## src/rtl/ppc_pkg.sv

```systemverilog
// Shared widths and the fetch-queue entry type for the instruction-fetch path.
// Bit numbering is little-endian here: big-endian bit k maps to bit 63-k.
package ppc_pkg;
    localparam int PC_W     = 64;
    localparam int DWADDR_W = 61;
    localparam int INSTR_W  = 32;

    typedef struct packed {
        logic [PC_W-1:0]    pc;
        logic [INSTR_W-1:0] instr;
    } fetch_entry_t;

    // Big-endian word order: the word at pc[2]=0 sits in the upper half.
    function automatic logic [INSTR_W-1:0] sel_word(input logic [63:0] data, input logic odd);
        return odd ? data[31:0] : data[63:32];
    endfunction
endpackage

```

## src/rtl/ifq_ring.sv

```systemverilog
// DEPTH-entry ring buffer for fetched instructions: storage, pointers and occupancy.
// Flush empties the ring without moving the read pointer so the head output stays stable.
module ifq_ring
    import ppc_pkg::*;
#(
    parameter int DEPTH = 4
) (
    input  logic                            clk,
    input  logic                            rst_n,
    input  logic                            push_i,
    input  fetch_entry_t                    push_data_i,
    input  logic                            pop_i,
    input  logic                            flush_i,
    output fetch_entry_t                    head_o,
    output logic [PC_W-1:0]                 next_pc_o,
    output logic [$clog2(DEPTH):0]          count_o,
    output logic [DEPTH-1:0][DWADDR_W-1:0]  dw_o,
    output logic [DEPTH-1:0]                vld_o
);
    localparam int PTR_W = $clog2(DEPTH);
    localparam int CNT_W = PTR_W + 1;

    fetch_entry_t       mem_q [DEPTH];
    logic [PTR_W-1:0]   rd_ptr_q, rd_ptr_d, wr_ptr_q, wr_ptr_d;
    logic [CNT_W-1:0]   count_q, count_d;

    always_comb begin
        rd_ptr_d = rd_ptr_q;
        wr_ptr_d = wr_ptr_q;
        count_d  = count_q;
        if (flush_i) begin
            wr_ptr_d = rd_ptr_q;
            count_d  = '0;
        end else begin
            if (push_i) wr_ptr_d = wr_ptr_q + PTR_W'(1);
            if (pop_i)  rd_ptr_d = rd_ptr_q + PTR_W'(1);
            count_d = count_q + CNT_W'(push_i) - CNT_W'(pop_i);
        end
    end

    always_ff @(posedge clk or negedge rst_n) begin
        if (!rst_n) begin
            rd_ptr_q <= '0;
            wr_ptr_q <= '0;
            count_q  <= '0;
            for (int i = 0; i < DEPTH; i++) mem_q[i] <= '0;
        end else begin
            rd_ptr_q <= rd_ptr_d;
            wr_ptr_q <= wr_ptr_d;
            count_q  <= count_d;
            if (push_i && !flush_i) mem_q[wr_ptr_q] <= push_data_i;
        end
    end

    // A slot is live when its distance from the head is below the occupancy.
    always_comb begin
        for (int i = 0; i < DEPTH; i++) begin
            logic [PTR_W-1:0] off;
            off      = PTR_W'(i) - rd_ptr_q;
            vld_o[i] = {1'b0, off} < count_q;
            dw_o[i]  = mem_q[i].pc[PC_W-1:3];
        end
    end

    assign head_o    = mem_q[rd_ptr_q];
    assign next_pc_o = mem_q[rd_ptr_q + PTR_W'(1)].pc;
    assign count_o   = count_q;
endmodule

```

## src/rtl/ifetch_queue.sv

```systemverilog
// Instruction fetch queue: issues doubleword reads, buffers instructions for decode.
// Define IFQ_SMC_SNOOP_EN to flush on stores that hit queued or in-flight fetches.
module ifetch_queue
    import ppc_pkg::*;
#(
    parameter int          DEPTH    = 4,
    parameter logic [63:0] RESET_PC = 64'h0
) (
    input  logic                    clk,
    input  logic                    rst_n,
    output logic                    mem_rd_en,
    output logic [DWADDR_W-1:0]     mem_rd_addr,
    input  logic [63:0]             mem_rd_data,
    input  logic                    redirect,
    input  logic [PC_W-1:0]         redirect_pc,
    input  logic                    snoop_wr_en,
    input  logic [DWADDR_W-1:0]     snoop_wr_addr,
    output logic                    out_valid,
    input  logic                    out_ready,
    output logic [PC_W-1:0]         out_pc,
    output logic [INSTR_W-1:0]      out_instr,
    output logic [$clog2(DEPTH):0]  out_count
);
    localparam int CNT_W = $clog2(DEPTH) + 1;

    logic [PC_W-1:0]                fetch_pc_q, fetch_pc_d, req_pc_q, req_pc_d;
    logic                           inflight_q, inflight_d;
    logic                           pop, push, flush, snoop_flush;
    logic [PC_W-1:0]                restart_pc;
    fetch_entry_t                   head, push_data;
    logic [PC_W-1:0]                ring_next_pc;
    logic [DEPTH-1:0][DWADDR_W-1:0] ring_dw;
    logic [DEPTH-1:0]               ring_vld;
    logic [CNT_W-1:0]               count;

    assign out_valid = count != '0;
    assign pop       = out_valid & out_ready;
    assign flush     = redirect | snoop_flush;
    // Reservation counts the in-flight response so the ring can never overflow.
    assign mem_rd_en = rst_n & ~flush & ((count + CNT_W'(inflight_q)) < CNT_W'(DEPTH));
    assign mem_rd_addr = fetch_pc_q[PC_W-1:3];

    assign push            = inflight_q & ~flush;
    assign push_data.pc    = req_pc_q;
    assign push_data.instr = sel_word(mem_rd_data, req_pc_q[2]);

`ifdef IFQ_SMC_SNOOP_EN
    logic hit;
    always_comb begin
        hit = inflight_q && (req_pc_q[PC_W-1:3] == snoop_wr_addr);
        for (int i = 0; i < DEPTH; i++)
            if (ring_vld[i] && ring_dw[i] == snoop_wr_addr) hit = 1'b1;
    end
    assign snoop_flush = snoop_wr_en & hit;

    // Oldest instruction decode has not taken: queue entry, then in-flight, then fetch_pc.
    always_comb begin
        if (count > CNT_W'(pop)) restart_pc = pop ? ring_next_pc : head.pc;
        else if (inflight_q)     restart_pc = req_pc_q;
        else                     restart_pc = fetch_pc_q;
    end
`else
    logic unused_snoop;
    assign unused_snoop = ^{snoop_wr_en, snoop_wr_addr, ring_dw, ring_vld, ring_next_pc};
    assign snoop_flush  = 1'b0;
    assign restart_pc   = fetch_pc_q;
`endif

    logic unused_lo;
    assign unused_lo = ^redirect_pc[1:0];

    always_comb begin
        fetch_pc_d = fetch_pc_q;
        req_pc_d   = req_pc_q;
        inflight_d = mem_rd_en;
        if (redirect)         fetch_pc_d = {redirect_pc[PC_W-1:2], 2'b00};
        else if (snoop_flush) fetch_pc_d = restart_pc;
        else if (mem_rd_en) begin
            req_pc_d   = fetch_pc_q;
            fetch_pc_d = fetch_pc_q + PC_W'(4);
        end
    end

    always_ff @(posedge clk or negedge rst_n) begin
        if (!rst_n) begin
            fetch_pc_q <= RESET_PC;
            req_pc_q   <= '0;
            inflight_q <= 1'b0;
        end else begin
            fetch_pc_q <= fetch_pc_d;
            req_pc_q   <= req_pc_d;
            inflight_q <= inflight_d;
        end
    end

    ifq_ring #(.DEPTH(DEPTH)) u_ring (
        .clk         (clk),
        .rst_n       (rst_n),
        .push_i      (push),
        .push_data_i (push_data),
        .pop_i       (pop),
        .flush_i     (flush),
        .head_o      (head),
        .next_pc_o   (ring_next_pc),
        .count_o     (count),
        .dw_o        (ring_dw),
        .vld_o       (ring_vld)
    );

    assign out_pc    = head.pc;
    assign out_instr = head.instr;
    assign out_count = count;
endmodule

```

## config.mk

```make
export PLATFORM = sky130hd
export DESIGN_NAME = ifetch_queue
export DESIGN_NICKNAME = d
export VERILOG_FILES = /design/src/rtl/ppc_pkg.sv /design/src/rtl/ifq_ring.sv /design/src/rtl/ifetch_queue.sv
export SDC_FILE = /design/constraint.sdc
export NUM_CORES = 1
export LEC_CHECK = 0
export CORE_MARGIN = 10
export CORE_UTILIZATION = 59
export CTS_CLUSTER_SIZE = 20
export DETAILED_ROUTE_END_ITERATION = 10
export PLACE_DENSITY = 0.95
export SYNTH_ARGS = -nofsm -noshare
export SYNTH_HDL_FRONTEND = slang
export SYNTH_SLANG_ARGS = --single-unit
```

## constraint.sdc

```tcl
create_clock -name clk -period 5.3 [get_ports clk]
set_input_delay 1.06 -clock clk [delete_from_list [all_inputs] [get_ports clk]]
set_output_delay 1.06 -clock clk [all_outputs]
set_load 0.02 [all_outputs]
```

==> key figures, run 1 <==
Place
  – Placed Area: 26100 µm²
  – Final HPWL DP: between 40 and 50 mm
  – PortBufs: around 290
  – Post-Place Cells: 2573
  – Routability cong.: 0.876

Synth
  – Simple-Gate Fraction of Synth Area: 11.3%
  – Post-synthesis register bit count: 508
  – XOR/XNOR Fraction of Synth Area: 0.829%
  – Cell taking the most area after synthesis: dfrtp_1
  – Synth Warn #: 0
  – Top cells by area, synth: dfrtp_1 (55%), mux2_2 (12%), mux4_2 (9.1%), nand2_1 (5.8%), o21ai_0 (3.5%)
  – Register area share after synthesis: 54.7%
  – FFs w/ async S/R, synth: 100%
  – Post-synth EDFFs: 0
  – Yosys top cell area share: a little over half
  – Count leader, synth: dfrtp_1
  – Mux cell area share after synthesis: 22.7%
  – Synth top cells by count: dfrtp_1 (508), nand2_1 (357), mux2_2 (250)
  – Post-Syn Area: approximately 23000 µm²
  – Synth unique cells: 50
  – Complex-gate fraction of the synthesized area: around 5.8%
  – Synth Flop Type: dfrtp_1
  – Synthesized instance count: 1926
  – Largest family of logic cells by synthesized area: multiplexers
  – Synth Area in Adders: less than 1%
  – Syn avg cell area: 12.1 µm²

Drt
  – Via count: 17300
  – DR vias/cell: around 6.5
  – DRC violations left: 0
  – Avg WL per Cell: 25.3 µm
  – Iteration-0 DRC count of the detailed router: 1980
  – DRT Wirelength: 67.4 mm
  – Remaining antenna violation count: 0
  – First-pass DRT Iterations: 6

Critical path
  – Critical path class: register to output port
  – Reg2Reg Capture Point: fetch_pc_q[49]
  – CP max FO: 34
  – Flop2flop setup slack: slightly below 2000 ps
  – R2R cell count: 5
  – Launch point of the worst reg-to-reg path: fetch_pc_q[6]
  – Worst Path Required: 4240 ps
  – Worst setup EP type: output port
  – Startpoint type of the worst setup path: register
  – Crit path DAT: slightly above 3000 ps

CTS
  – Postcts setup bufs: 0
  – Post-CTS resize count: 0
  – Clk sink count: a little over 500
  – CTS tree: done
  – CTS Buf Count: 49
  – Hold Buf Count CTS: 0
  – Clk root buf: clkbuf_16
  – Worst-Skew Late Latency: 600 ps
  – Clk buf depth: 3
  – Clock transition at path regs: 70 ps
  – H-tree Lvls: 2

Layout
  – Design area: 27800 µm²
  – Layout Nets: between 2000 and 2500
  – Antenna Cells: 0
  – Final Instance Count excl. Fillers: about 2700
  – Fill cell count: 2339
  – Area grow syn2layout: 19.7%
  – Share of cells above drive strength 1: a little over a fifth

Global route
  – Largest net degree at the start of global routing: 164
  – Antenna violations before repair: 2
  – Total track usage: 27.9%
  – Vias in the first global route: about 18000
  – Remaining Overflow, GRT: 0
  – First-pass GRT wire length: 105 mm

STA
  – Final Hold Viols: 0
  – Clock Skew: ~33 ps
  – RSZ-0062 raised after global routing: no
  – Slew Viols, Final: 0
  – Final setup TNS: 0 ps
  – Fin crit share: 78.0%
  – Final worst path period need: 4140 ps
  – Slew @ Worst Pin: 1050 ps
  – Fmax achieved: approximately 240 MHz
  – Rel. slew slack: about 30%
  – Endpoints failing setup: 0

Power and ir drop
  – PD cells: 583 nW/µm²
  – Leakage power: 12.3 nW
  – Worst IR Drop VDD: 417 µV

Floorplan
  – Num ports: 356
  – Die area: 47700 µm²
  – Rows: 72
  – Starting density of the core: 59.9%
  – Core area: about 39000 µm²
  – Chip height: 219 µm
  – Die Wd: 219 µm

Run
  – Max-cap check violation count: 0

Worst hold path
  – HP Class: primary input to async pin

Outcome
  – Status: finished, final reports clean
[how the worst max path moves through the flow]
| stage | slack (ps) | end | start | depth (start not counted) |
|---|---|---|---|---|
| 2_1_floorplan | 2180 | mem_rd_en | rst_n | 4 |
| 3_3_place_gp | 1770 | out_pc[25] | u_ring.rd_ptr_q[0] | 3 |
| 3_5_place_dp | 1740 | out_pc[25] | u_ring.rd_ptr_q[0] | 3 |
| 4_1_cts | 1110 | out_pc[25] | u_ring.rd_ptr_q[0] | 3 |
| 5_1_grt | 1030 | out_pc[4] | u_ring.rd_ptr_q[0] | 3 |
| 6_report | 1160 | out_pc[31] | u_ring.rd_ptr_q[0] | 3 |
[cells by family (layout without fill, tap and decap cells)]
family                     after synthesis  after routing
and+or+nand+nor                        578            578
DFF                                    508            508
muxes                                  378            378
AOI/OAI and AO/OA                      235            235
buffers and inverters                  196            413
xor gates and xnor gates                22             22
adders and majority gates                8              8
other                                    1              2
[through the flow]
stage | total power [W] | setup slack (ps) | hold WS, ps | utilization, %
global placement | 0.0121 | 1770 | 456 | 67.3
finish | 0.0162 | 1160 | 393 | 71.6
floorplan | 0.00989 | 2180 | 445 | -
global route | 0.0169 | 1030 | 427 | 71.6
detailed placement | 0.0126 | 1740 | 468 | 67.3
CTS | 0.0162 | 1110 | 427 | 71.6
[state kept, by name, summed over array words and instances (netlist names)]
| signal | count |
|---|---|
| u_ring.wr_ptr_q | 2 |
| u_ring.dw_o | 244 |
| inflight_q | 1 |
| u_ring.rd_ptr_q | 2 |
| fetch_pc_q | 62 |
| req_pc_q | 62 |
| u_ring.count_o | 3 |
| u_ring.mem_q | 132 |
[worst max-delay path: stages, from the launching register on]
cell and delay (ps):
dfrtp_4 860, buf_12 390, mux4_2 620, clkdlybuf4s50_1 590
[where the power goes]
part	total, W	internal, W	leakage [nW]	switching [W]
clock	0.00361	0.00213	0.829	0.00148
sequential	0.00656	0.00533	6.44	0.00124
combinational	0.00605	0.00315	5.07	0.00290
total	0.0162	0.0106	12.3	0.00561
[placed cells by master (no fill, tap or decap), types with 3 or more instances in the layout]
cell	netlist	layout
nand4_1	33	33
o311ai_0	4	4
xor2_1	16	15
clkinv_2	0	5
or4_1	26	26
a31oi_1	33	33
nor2b_1	7	7
mux2_2	250	250
ha_1	7	7
nand3_1	36	35
clkbuf_1	96	12
mux2i_1	34	34
clkdlybuf4s50_1	0	287
and2_1	8	8
nand2b_1	3	3
o21ai_0	162	162
xnor2_1	6	6
and3_1	8	8
bufinv_16	0	3
and4_1	3	3
o211ai_1	3	3
nor2_1	51	51
buf_4	63	17
clkbuf_16	0	50
dfrtp_1	508	505
clkbuf_8	0	18
nand2_4	0	4
inv_1	13	11
nor3_1	6	6
or3_1	15	15
nand2_1	357	353
o31ai_1	22	22
nor4_1	9	9
buf_12	0	5
mux4_2	94	94
o31a_1	5	5
[layer usage]
layer	vias up	global-route usage (%)	share of wire, %
met3	286	8.16	10
met5	-	0	0.043
met2	1129	46.0	49
met4	4	12.4	4.5
li1	7198	-	-
met1	8730	33.6	36
[area by class of cell]
type | instances | area, µm² | share of cell area, %
flip-flops and latches | 508 | 12700 | 45.7
multi-input cells | 1223 | 9600 | 34.5
repair buffers | 311 | 3120 | 11.2
clock buffers | 80 | 1540 | 5.55
well taps | 518 | 648 | 2.33
clock inverters | 9 | 131 | 0.472
inverters | 13 | 48.8 | 0.175
Note: power is estimated with default switching activity, not from simulation.
==> run 2: changes to the inputs <==
Settings changed: CORE_UTILIZATION 59 to 54, PLACE_DENSITY 0.95 to 0.91.
Clock period 5.3 ns to 3.9 ns, I/O delays scaled along.
==> key figures, run 2 (same netlist as run 1, synthesis figures left out) <==
Drt
  – DRT Wirelength: roughly 65 mm
  – DRC violations left: 0
  – Iteration-0 DRC count of the detailed router: around 1800
  – DR vias/cell: 6.28
  – Via count: around 17000
  – First-pass DRT Iterations: 6
  – Avg WL per Cell: 24.1 µm
  – Remaining antenna violation count: 0

Critical path
  – Crit path DAT: 2850 ps
  – Flop2flop setup slack: 950 ps
  – Crit. Startpoint: u_ring.rd_ptr_q[0]
  – Worst path max stage delay: 610 ps
  – Critical path class: register to output port
  – End of the critical path: out_pc[17]
  – Worst setup EP type: output port
  – CP max FO: 17
  – Reg2Reg Capture Point: fetch_pc_q[49]
  – Startpoint type of the worst setup path: register
  – R2R cell count: 6
  – Worst-path cell chain: buf_12 -> buf_4 -> mux4_2 -> clkdlybuf4s50_1
  – Worst Path Required: 3120 ps
  – Launch point of the worst reg-to-reg path: fetch_pc_q[6]
  – Critical-path top delay cell: dfrtp_4

Floorplan
  – Die area: a little over 50000 µm²
  – Starting density of the core: 55.1%
  – Rows: 75
  – Num ports: 356
  – Die Wd: 227 µm
  – Core area: 42200 µm²
  – Chip height: 227 µm

Power and ir drop
  – Clk pwr share: 22.4%
  – P_int: 0.0145 W
  – PD cells: 786 nW/µm²
  – Leakage power: 12.4 nW
  – Logic pwr share: 37.8%
  – Psw: 0.00752 W
  – Sequential power share: 39.7%
  – Worst IR Drop VDD: 582 µV
  – Switching Share: between 30% and 40%

STA
  – Fmax achieved: between 200 and 300 MHz
  – Clock Skew: just under 10 ps
  – Slew @ Worst Pin: 1170 ps
  – RSZ-0062 raised after global routing: no
  – Rel. slew slack: 21.8%
  – Final worst path period need: ~3600 ps
  – Fin worst setup slack: about 270 ps
  – Final setup TNS: 0 ps
  – Endpoints failing setup: 0
  – Final Hold Viols: 0
  – Slew Viols, Final: 0
  – Fin crit share: 93.1%

Layout
  – Layout Nets: 2326
  – Most frequent cells in the layout: dfrtp_1 (505), nand2_1 (353), clkdlybuf4s50_1 (287), mux2_2 (250), o21ai_0 (162)
  – Area grow syn2layout: 20.5%
  – Antenna Cells: 0
  – Max reg flops: 244
  – Share of cells above drive strength 1: 22.5%
  – Commonest non-fill, non-tap cell in the layout: dfrtp_1

Place
  – Pre-CTS setup slack: approximately 810 ps
  – PortBufs: 289
  – Final HPWL DP: around 42 mm
  – Routability cong.: 0.891

Global route
  – Antenna violations before repair: 1
  – Total track usage: 25.1%
  – First-pass GRT wire length: 101 mm
  – Remaining Overflow, GRT: 0
  – Vias in the first global route: 18000
  – Largest net degree at the start of global routing: 206

CTS
  – H-tree Lvls: 2
  – Worst-Skew Late Latency: roughly 590 ps
  – Hold Buf Count CTS: 0
  – CTS tree: done
  – Clk buf depth: 3
  – Clock transition at path regs: 60 ps
  – Postcts setup bufs: 0
  – Clk root buf: clkbuf_16
  – Clk sink count: 508
  – CTS Buf Count: between 50 and 60
  – Post-CTS resize count: 0

Worst hold path
  – HP Class: primary input to async pin

Outcome
  – Status: finished, final reports clean

Run
  – Max-cap check violation count: 0
## run 2: changes by cell type in the layout (fill, tap and decap cells not counted), moves of 3 or more
cell	previous run	this run
clkbuf_16	50	53
buf_12	5	8
clkbuf_8	18	12
clkinv_2	5	11
buf_4	17	29
## run 2: per-layer routing
metal	global-route usage (%)	wire (µm)
met5	0	10
met2	42.2	32300
met4	9.93	2290
met1	30.7	24800
met3	6.25	5670
## run 2: area by class of cell
class,count,area (µm²)
Clock buffer,76,1530
Clock inverter,16,161
Fill cell,2873,14200
Inverter,13,48.8
Multi-Input combinational cell,1223,9600
Sequential cell,508,12700
Tap cell,539,674
Timing Repair Buffer,326,3270
## run 2: critical path, delay by kind of cell, from the launching register on
family / cells / cell delay, ps
buffers and inverters: 3 / 1080
DFF: 1 / 610
muxes: 1 / 550
## run 2: power groups by stage
stage               clock network [W]  logic [W]  registers [W]
detailed placement                  0    0.00830        0.00873
floorplan                           0    0.00532        0.00811
finish                        0.00494    0.00833        0.00874
CTS                           0.00500    0.00840        0.00869
global placement                    0    0.00805        0.00845
global route                  0.00521    0.00887        0.00895
## run 2: how the worst min path moves through the flow
stage	startpoint	endpoint	slack, ps	cells after the start
6_report	rst_n	fetch_pc_q[10]	80	1
5_1_grt	rst_n	fetch_pc_q[6]	80	1
4_1_cts	rst_n	fetch_pc_q[10]	70	1
3_5_place_dp	u_ring.mem_q[102]	u_ring.mem_q[102]	470	2
3_3_place_gp	u_ring.mem_q[315]	u_ring.mem_q[315]	460	2
2_1_floorplan	u_ring.mem_q[100]	u_ring.mem_q[100]	440	2
## run 2: through the flow
stage | area [µm²] | total power [W] | utilization, % | hold WS (ps) | instances
after floorplan | 23300 | 0.0134 | - | 445 | 1927
after global placement | 26300 | 0.0165 | 62.3 | 457 | 2609
after detailed placement | 26300 | 0.0170 | 62.3 | 466 | 2609
after CTS | 28000 | 0.0221 | 66.3 | 69.3 | 2701
after global routing | 28000 | 0.0230 | 66.3 | 81.3 | 2701
final | 28000 | 0.0220 | 66.3 | 82.1 | 2701
==> run 3: changes to the inputs <==
Settings changed: CORE_UTILIZATION 54 to 61, DONT_BUFFER_PORTS set to 1, PLACE_DENSITY 0.91 to 0.88, RECOVER_POWER set to 25, SKIP_LAST_GASP set to 1.
==> key figures, run 3 (same netlist as run 1, synthesis figures left out) <==
Global route
  – Antenna violations before repair: 5
  – Total track usage: between 20% and 30%
  – Remaining Overflow, GRT: 0
  – First-pass GRT wire length: roughly 95 mm
  – Largest net degree at the start of global routing: between 500 and 600
  – Vias in the first global route: 16000

Power and ir drop
  – Worst IR Drop VDD: between 400 and 500 µV
  – Leakage power: 11.3 nW
  – Total power draw: 0.0202 W
  – PD cells: 806 nW/µm²

STA
  – RSZ-0062 raised after global routing: no
  – Clock Skew: 25.8 ps
  – Slew Viols, Final: 221
  – Final setup TNS: 0 ps
  – Final worst path period need: 3430 ps
  – Rel. slew slack: -6.17%
  – Tightest hold margin: -105 ps
  – Fin crit share: between 80% and 90%
  – Fmax achieved: 291 MHz
  – Final Hold Viols: 93
  – Slew @ Worst Pin: 1590 ps
  – Endpoints failing setup: 0

CTS
  – Clock transition at path regs: approximately 60 ps
  – Postcts setup bufs: 0
  – CTS Buf Count: 51
  – CTS tree: done
  – Clk buf depth: 3
  – Worst-Skew Late Latency: 600 ps
  – Clk sink count: 508
  – H-tree Lvls: 2
  – Clk root buf: clkbuf_16

Layout
  – Footprint of the multi-input gates: 9600 µm²
  – Max reg flops: between 200 and 250
  – Area grow syn2layout: 7.59%
  – Commonest non-fill, non-tap cell in the layout: dfrtp_1
  – Seq. cell area: 12700 µm²
  – Share of cells above drive strength 1: around a quarter
  – Design area: around 25000 µm²
  – Most frequent cells in the layout: dfrtp_1 (505), nand2_1 (353), mux2_2 (250), o21ai_0 (162), mux4_2 (94)
  – Fill cell count: 2630
  – Layout Nets: 2024

Critical path
  – Worst Path Required: 3120 ps
  – Crit path DAT: 2650 ps
  – Launch point of the worst reg-to-reg path: u_ring.count_o[1]
  – Worst setup EP type: output port
  – Crit. Startpoint: u_ring.count_o[1]
  – Critical path class: register to output port
  – CP max FO: 26
  – Startpoint type of the worst setup path: register

Outcome
  – Status: finished, violations left
  – Failing checks: negative hold slack, max-slew violations

Floorplan
  – Die area: 46300 µm²
  – Core area: 37700 µm²
  – Rows: 71
  – Chip height: 215 µm
  – Num ports: 356
  – Die Wd: ~220 µm
  – Starting density of the core: 61.7%

Drt
  – DRT Wirelength: 61.3 mm
  – DR vias/cell: 6.57
  – Via count: 15600
  – Remaining antenna violation count: 0
  – Iteration-0 DRC count of the detailed router: around 1600
  – Avg WL per Cell: 25.8 µm
  – DRC violations left: 0
  – First-pass DRT Iterations: 5

Place
  – PortBufs: 0
  – Final HPWL DP: roughly 39 mm
  – Placed Area: 23300 µm²
  – Routability cong.: 0.859

Worst hold path
  – HP Class: primary input to async pin

Run
  – Max-cap check violation count: 0
[run 3: cell types whose count changed in the layout (fill, tap and decap cells not counted), sizes merged]
cell           change
buf               -14
clkdlybuf4s50    -287
clkbuf             -2
clkinvlp           -1
diode              +3
bufinv             +2
[run 3: repair_timing]
item,in CTS,in global routing
setup endpoints to repair,0,0
resized for setup,0,0
endpoints found under the hold margin,508,508
[run 3: worst paths after layout]
| path | slack, ps | to | depth (start not counted) |
|---|---|---|---|
| hold / removal | -100 | u_ring.dw_o[1] | 0 |
| setup / recovery | 470 | mem_rd_en | 5 |
| setup reg to reg | 1030 | fetch_pc_q[52] | 6 |
| hold reg to reg | 480 | u_ring.mem_q[103] | 2 |
| min in group clk | 260 | u_ring.count_o[2] | 1 |
| max in group asynchronous | 2740 | u_ring.dw_o[214] | 0 |
[run 3: area by class of cell]
| cell class | instances | area share [%] |
|---|---|---|
| clock inverters | 17 | 0.855 |
| diodes | 3 | 0.0300 |
| multi-input cells | 1223 | 38.4 |
| clock buffers | 74 | 6.06 |
| repair buffers | 25 | 1.05 |
| inverters | 13 | 0.195 |
| well taps | 511 | 2.56 |
| flip-flops and latches | 508 | 50.9 |
[run 3: report_power, final]
| group | total [W] | switching [W] | leakage [nW] | internal, W |
|---|---|---|---|---|
| combinational | 0.00613 | 0.00331 | 3.99 | 0.00283 |
| clock | 0.00508 | 0.00206 | 0.862 | 0.00301 |
| sequential | 0.00895 | 0.00172 | 6.44 | 0.00724 |
| total | 0.0202 | 0.00709 | 11.3 | 0.0131 |
[run 3: metrics by stage]
| step | setup WS, ps | utilization [%] | instances |
|---|---|---|---|
| global placement | 1150 | 61.8 | 2280 |
| floorplan | 1150 | - | 1927 |
| global route | 342 | 66.4 | 2373 |
| finish | 465 | 66.4 | 2374 |
| detailed placement | 1130 | 61.8 | 2280 |
| CTS | 498 | 66.4 | 2371 |
[run 3: per-layer routing]
layer	up-vias	wire length (µm)	GRT usage, %
met1	8051	23500	32.9
met4	4	1900	9.06
li1	6639	-	-
met2	739	30200	42.7
met5	-	21	0
met3	156	5700	7.42
[run 3: worst max-delay path, cell delays in order (launching register included)]
cell	delay [ps]
dfrtp_1	740
nand3_1	230
xor2_2	190
buf_4	340
nand3_4	110
inv_2	450
